File: src/rtl/div_unsigned_iter.sv
// Iterative restoring unsigned divider, one quotient bit per clock.
// Define DIV_ERR_CHECK_EN to flag divide-by-zero / quotient overflow at accept.
module div_unsigned_iter #(
   parameter int WIDTHA = 16,
   parameter int WIDTHB = 24
) (
   input  logic                     clk,
   input  logic                     rst,
   input  logic                     in_valid,
   output logic                     in_ready,
   input  logic [WIDTHA+WIDTHB-1:0] DIVIDEND,
   input  logic [WIDTHB-1:0]        DIVISOR,
   output logic                     out_valid,
   input  logic                     out_ready,
   output logic [WIDTHA-1:0]        QUO,
   output logic [WIDTHB-1:0]        REM,
   output logic                     ERR
);

   localparam int CW = (WIDTHA > 1) ? $clog2(WIDTHA) : 1;

   typedef enum logic [1:0] {IDLE, CALC, DONE} state_t;

   state_t            state, state_n;
   logic [WIDTHB-1:0] r, r_n;
   logic [WIDTHA-1:0] q, q_n;
   logic [CW-1:0]     cnt, cnt_n;
   logic [WIDTHB-1:0] dvs, dvs_n;
   logic [WIDTHB:0]   t;
   logic [WIDTHB-1:0] diff;
   logic [WIDTHB-1:0] top;
   logic              ge;
   logic              bad;

   assign top  = DIVIDEND[WIDTHA+WIDTHB-1 -: WIDTHB];
   assign t    = {r, q[WIDTHA-1]};
   assign ge   = t >= {1'b0, dvs};
   // Partial remainder stays below the divisor, so the low bits suffice
   assign diff = t[WIDTHB-1:0] - dvs;

`ifdef DIV_ERR_CHECK_EN
   assign bad = (DIVISOR == '0) || (top >= DIVISOR);
`else
   assign bad = 1'b0;
`endif

   assign in_ready  = (state == IDLE);
   assign out_valid = (state == DONE);
   assign QUO       = q;
   assign REM       = r;

   always_ff @(posedge clk or posedge rst) begin
      if (rst) begin
         state <= IDLE;
         r     <= '0;
         q     <= '0;
         cnt   <= '0;
         dvs   <= '0;
      end else begin
         state <= state_n;
         r     <= r_n;
         q     <= q_n;
         cnt   <= cnt_n;
         dvs   <= dvs_n;
      end
   end

   always_comb begin
      state_n = state;
      r_n     = r;
      q_n     = q;
      cnt_n   = cnt;
      dvs_n   = dvs;
      unique case (state)
         IDLE: begin
            if (in_valid) begin
               dvs_n = DIVISOR;
               if (bad) begin
                  q_n     = '1;
                  r_n     = '0;
                  state_n = DONE;
               end else begin
                  r_n     = top;
                  q_n     = DIVIDEND[WIDTHA-1:0];
                  cnt_n   = CW'(WIDTHA - 1);
                  state_n = CALC;
               end
            end
         end
         CALC: begin
            r_n = ge ? diff : t[WIDTHB-1:0];
            q_n = {q[WIDTHA-2:0], ge};
            if (cnt == '0) state_n = DONE;
            else           cnt_n   = cnt - 1'b1;
         end
         DONE: begin
            if (out_ready) state_n = IDLE;
         end
         default: state_n = IDLE;
      endcase
   end

`ifdef DIV_ERR_CHECK_EN
   logic err;

   always_ff @(posedge clk or posedge rst) begin
      if (rst)                       err <= 1'b0;
      else if (state == IDLE && in_valid) err <= bad;
   end

   assign ERR = err;
`else
   assign ERR = 1'b0;
`endif

endmodule
File: config.mk
export PLATFORM = sky130hd
export DESIGN_NAME = div_unsigned_iter
export DESIGN_NICKNAME = d
export VERILOG_FILES = /design/src/rtl/div_unsigned_iter.sv
export SDC_FILE = /design/constraint.sdc
export NUM_CORES = 1
export LEC_CHECK = 0
export ABC_AREA = 1
export BUFFER_PORTS_ARGS = -buffer_cell sky130_fd_sc_hd__buf_2
export CAP_MARGIN = 20
export CORE_UTILIZATION = 48
export CTS_CLUSTER_DIAMETER = 80
export DETAILED_ROUTE_END_ITERATION = 10
export PLACE_DENSITY = 0.71
export SLEW_MARGIN = 20
export SYNTH_ARGS = -nofsm -noshare
export SYNTH_HDL_FRONTEND = slang
export SYNTH_SLANG_ARGS = --single-unit
export TNS_END_PERCENT = 10
File: constraint.sdc
create_clock -name clk -period 7.05 [get_ports clk]
set_input_delay 1.41 -clock clk [delete_from_list [all_inputs] [get_ports clk]]
set_output_delay 1.41 -clock clk [all_outputs]
set_load 0.02 [all_outputs]
# Word level (Yosys, flattened, before mapping)
# Index checks and enable logic that the tools add are counted.
[totals]
regBits = 70
out_inout_bits = 43
wordCells = 33
in_bits = 68
[op_classes]
mux = 12
eq_ne = 6
n_reduce_logical = 7
magnitude_cmp = 1
add_sub_neg = 2
[op_table]
columns = ["cell", "n"]
rows = [
  ["$mux W24", 2],
  ["$pmux W24 S2", 1],
  ["$pmux W16 S2", 1],
  ["$ge A25 B24 Y1", 1],
  ["$sub A24 B24 Y24", 1],
  ["$mux W16", 1],
  ["$mux W4", 2],
  ["$pmux W4 S2", 1],
  ["$mux W2", 3],
  ["$ne A2 B2 Y1 const B", 3],
  ["$pmux W2 S3", 1],
  ["$reduce_and A3 Y1", 2],
  ["$logic_not A4 Y1", 1],
  ["$reduce_and A2 Y1", 2],
  ["$sub A4 B1 Y4 const B", 1],
  ["$eq A2 B1 Y1 const B", 1],
  ["$eq A2 B2 Y1 const B", 1],
  ["$logic_not A2 Y1", 1],
  ["$ne A2 B1 Y1 const B", 1],
  ["$reduce_bool A2 Y1", 1],
]

# Longest topological paths before layout
[logic_depth]
ltp_word = 3
mapped_depth = 16

# Least setup slack after synthesis
# No wires, ideal clock.
[synth_path]
kind = "input to register"
start = "input in_valid"
end = "register r[18] (netlist: REM[18])"
stages = 6
arrival_time_ps = 2331
path_slack_ps = 4594
setup_ps = 125
cell_sequence = "nand2_1 > clkinv_1 > nor2_1 > clkbuf_1 > nand2_1 > a21boi_2"
[synth_between]
elab_chain_len = 2
[synth_rtl]
columns = ["item", "line_no", "rtl"]
rows = [
  ["start: declaration", "9", "input logic in_valid,"],
  ["$ne A2 B2 Y1 (no line)", "n/a", ""],
  ["$reduce_and A2 Y1 (no line)", "n/a", ""],
  ["end signal: assignment", "61", "r <= r_n;"],
  ["end: declaration", "25", "logic [WIDTHB-1:0] r, r_n;"],
]
# Every way passes these cells.
# A chain may end at the register's enable or synchronous reset.

# Worst setup path after layout
[layout_path]
start = "input in_valid"
end = "register r[13] (netlist: REM[13])"
# The elaborated chain is that of the path after synthesis.

==> results by group <==
Outcome
  – Outcome: finished, final reports clean

Layout
  – P&R area growth vs syn: 16.90%
  – Nets: 987
  – Fill count: 1,106
  – Finished Layout Cells: 1,038
  – Diodes inserted: 0
  – Share of post-route cells with drive strength above 1: 0.1704

Timing
  – Max Slew Vio Count: 0
  – Period minus WS final: about 3000 ps
  – Setup Viol. Count Final: 0
  – Setup ws final: approximately 4100 ps
  – Clock Skew: between 10 and 15 ps
  – Setup TNS: 0 ps
  – RSZ-0062 raised after global routing: no
  – Worst slew pin tran: 910.5 ps
  – Fin. Hold Viols: 0
  – Rel. slew slack: 0.3930
  – Fin crit share: 0.4171
  – Peak Freq: between 0.3 and 0.4 GHz
  – Hold_ws: about 500 ps

Drt
  – # DRC: 0
  – Remaining antenna violation count: 0
  – Via count: 5,267
  – Final wirelength: approximately 14,000 um
  – Initial drt markers: a little under 300
  – Vias per cell: 5.074
  – Wire per inst: approximately 13 um
  – Pre-antenna DRT Iters: 6

Synthesis
  – Top post-synthesis cells by area: dfrtp_1, nand2_1, inv_1
  – Avg Synthesized Cell Area: around 6.7 sq um
  – Sequential fraction of the synthesis area: 0.3300
  – Yosys reg bits: 70
  – Main synth FF type: dfrtp_1
  – EDFF count, synth: 0
  – Area leader, netlist: dfrtp_1
  – Ys async rst share: 1.000
  – Unique masters post-synth: 43
  – Synth Instances: 796
  – List of most frequent post-synthesis cells: nand2_1, inv_1, dfrtp_1
  – Ys Warns: 0
  – Most numerous cell in the Yosys netlist: nand2_1
  – Post-synth net total: between 800 and 900
  – Synthesized area: 0.005309 sq mm
  – Top cell type's share of synthesized area: 0.3300

Setup path
  – Crit path max fanout: 52
  – Reg2reg end: REM[10]$_DFFE_PP0P_
  – R2R depth: 13
  – WS Path Type: input pin to flop
  – Critical Path Most Common Cell: nand2_1
  – Arrival time worst endpoint: 3190 ps
  – Worst R2R Setup Slack: 4200 ps
  – CP max stage cell: nor2_2
  – Crit path largest cell delay: 510 ps
  – R2r startpoint: REM[10]$_DFFE_PP0P_
  – Critical path launch point: in_valid
  – Worst setup EP type: flop
  – CP endpoint: REM[13]$_DFFE_PP0P_
  – Worst path required time: approximately 7300 ps
  – Crit path cell chain: buf_2 -> nand2_1 -> clkinv_1 -> buf_4 -> nor2_2 -> buf_4 -> nand2_1 -> o31ai_1 -> inv_1 -> nand2_1 -> inv_1
  – Startpoint types: input pin

GRT
  – Initial antenna violation count: 0
  – First-pass GRT wire length: 23,100 um
  – Vias in the first global route: a little under 5k
  – Global-route total usage across every layer: 0.2568
  – Total global routing overflow: 0
  – Largest net degree at the start of global routing: 71

Placed design
  – DP HPWL: 10,220 um
  – Place WS: about 3700 ps
  – IO buf count: around 110
  – Placed Cells: between 1k and 1.5k
  – Routability cong.: 0.8951

Clocking
  – TritonCTS clock tree: built
  – Root buffer cell: clkbuf_8
  – Postcts setup bufs: 0
  – Clock sinks: 70
  – Post-CTS resize count: 0
  – Cts hold-fix bufs: 0
  – Worst-Skew Late Latency: 360 ps
  – H-tree depth: 3
  – Clk buf depth: 2
  – Reg clk slew, reported paths: about 70 ps
  – Num CTS Buffers: 9

Die
  – Initial core utilization: 0.4919
  – Die Ht: between 100 and 150 um
  – I/O pin cnt: ~110
  – DIE WIDTH: between 100 and 150 um
  – Num rows: 38
  – Core Area: 0.01079 sq mm
  – Die area: between 0.01 and 0.015 sq mm

Min path
  – Hold Startpoint: dvs[0]$_DFFE_PP0P_
  – Hold Crit Class: flop to flop

Job
  – Max-cap viol count: 0
## layer usage
metal | up-vias | wire [um] | part of all wire | global-route usage
met2 | 143 | 6098 | 0.44 | 0.4032
met4 | 0 | 176 | 0.013 | 0.07632
li1 | 2686 | - | - | -
met5 | - | 0 | 0 | 0
met3 | 17 | 856 | 0.061 | 0.06018
met1 | 2421 | 6814 | 0.49 | 0.3506
## kinds of logic (layout without fill, tap and decap cells)
family          after synthesis  after routing  share of synthesized area
simple gates                384            384                     0.3125
xor+xnor                     13             13                    0.02145
flops                        70             70                     0.3300
fa+ha+maj                    26             26                    0.06269
other cells                   1              1                  0.0007064
compound gates              107            107                     0.1282
buf+inv                     195            297                     0.1445
## worst min path at each step
| stage | cells after the start | slack [ps] | to |
|---|---|---|---|
| 2_1_floorplan | 2 | 450 | dvs[0]$_DFFE_PP0P_ |
| 3_3_place_gp | 2 | 480 | dvs[0]$_DFFE_PP0P_ |
| 3_5_place_dp | 2 | 490 | dvs[0]$_DFFE_PP0P_ |
| 4_1_cts | 2 | 510 | dvs[0]$_DFFE_PP0P_ |
| 5_1_grt | 2 | 550 | dvs[0]$_DFFE_PP0P_ |
| 6_report | 2 | 500 | dvs[0]$_DFFE_PP0P_ |
## registers in the layout, indices dropped and copies added, names as in the netlist
| name | count |
|---|---|
| QUO | 16 |
| REM | 24 |
| cnt | 4 |
| dvs | 24 |
| state | 2 |
## cells in the final DEF (no fill, tap or decap), drive strengths merged, types with 21 or more instances in the layout
master  count
a21oi      21
nor2       42
ha         25
nand4      23
buf       114
inv       167
nand2     258
o21ai      45
nand3      34
dfrtp      70
## critical path: cells and delay by family
kind	cells	cell delay [ps]
AOI/OAI and AO/OA	1	80
and+or+nand+nor	4	770
buffers and inverters	6	940
## stage by stage
stage	area, sq um	utilization
final	6206	0.5750
after global routing	6206	0.5750
after CTS	6206	0.5750
after detailed placement	5937	0.5501
after global placement	5937	0.5501
after floorplan	5309	-
## cell type report
class	count	area [sq um]	area share
Clock inverter	7	145.1	0.02339
Clock buffer	9	123.9	0.01996
Tap cell	140	175.2	0.02823
Timing Repair Buffer	114	583.1	0.09395
Sequential cell	70	1752	0.2823
Multi-Input combinational cell	531	2800	0.4512
Inverter	167	626.9	0.1010
Power is left out: the tool's default activity adds up to more than one toggle a clock period on the data nets, which glitch-free logic cannot reach.
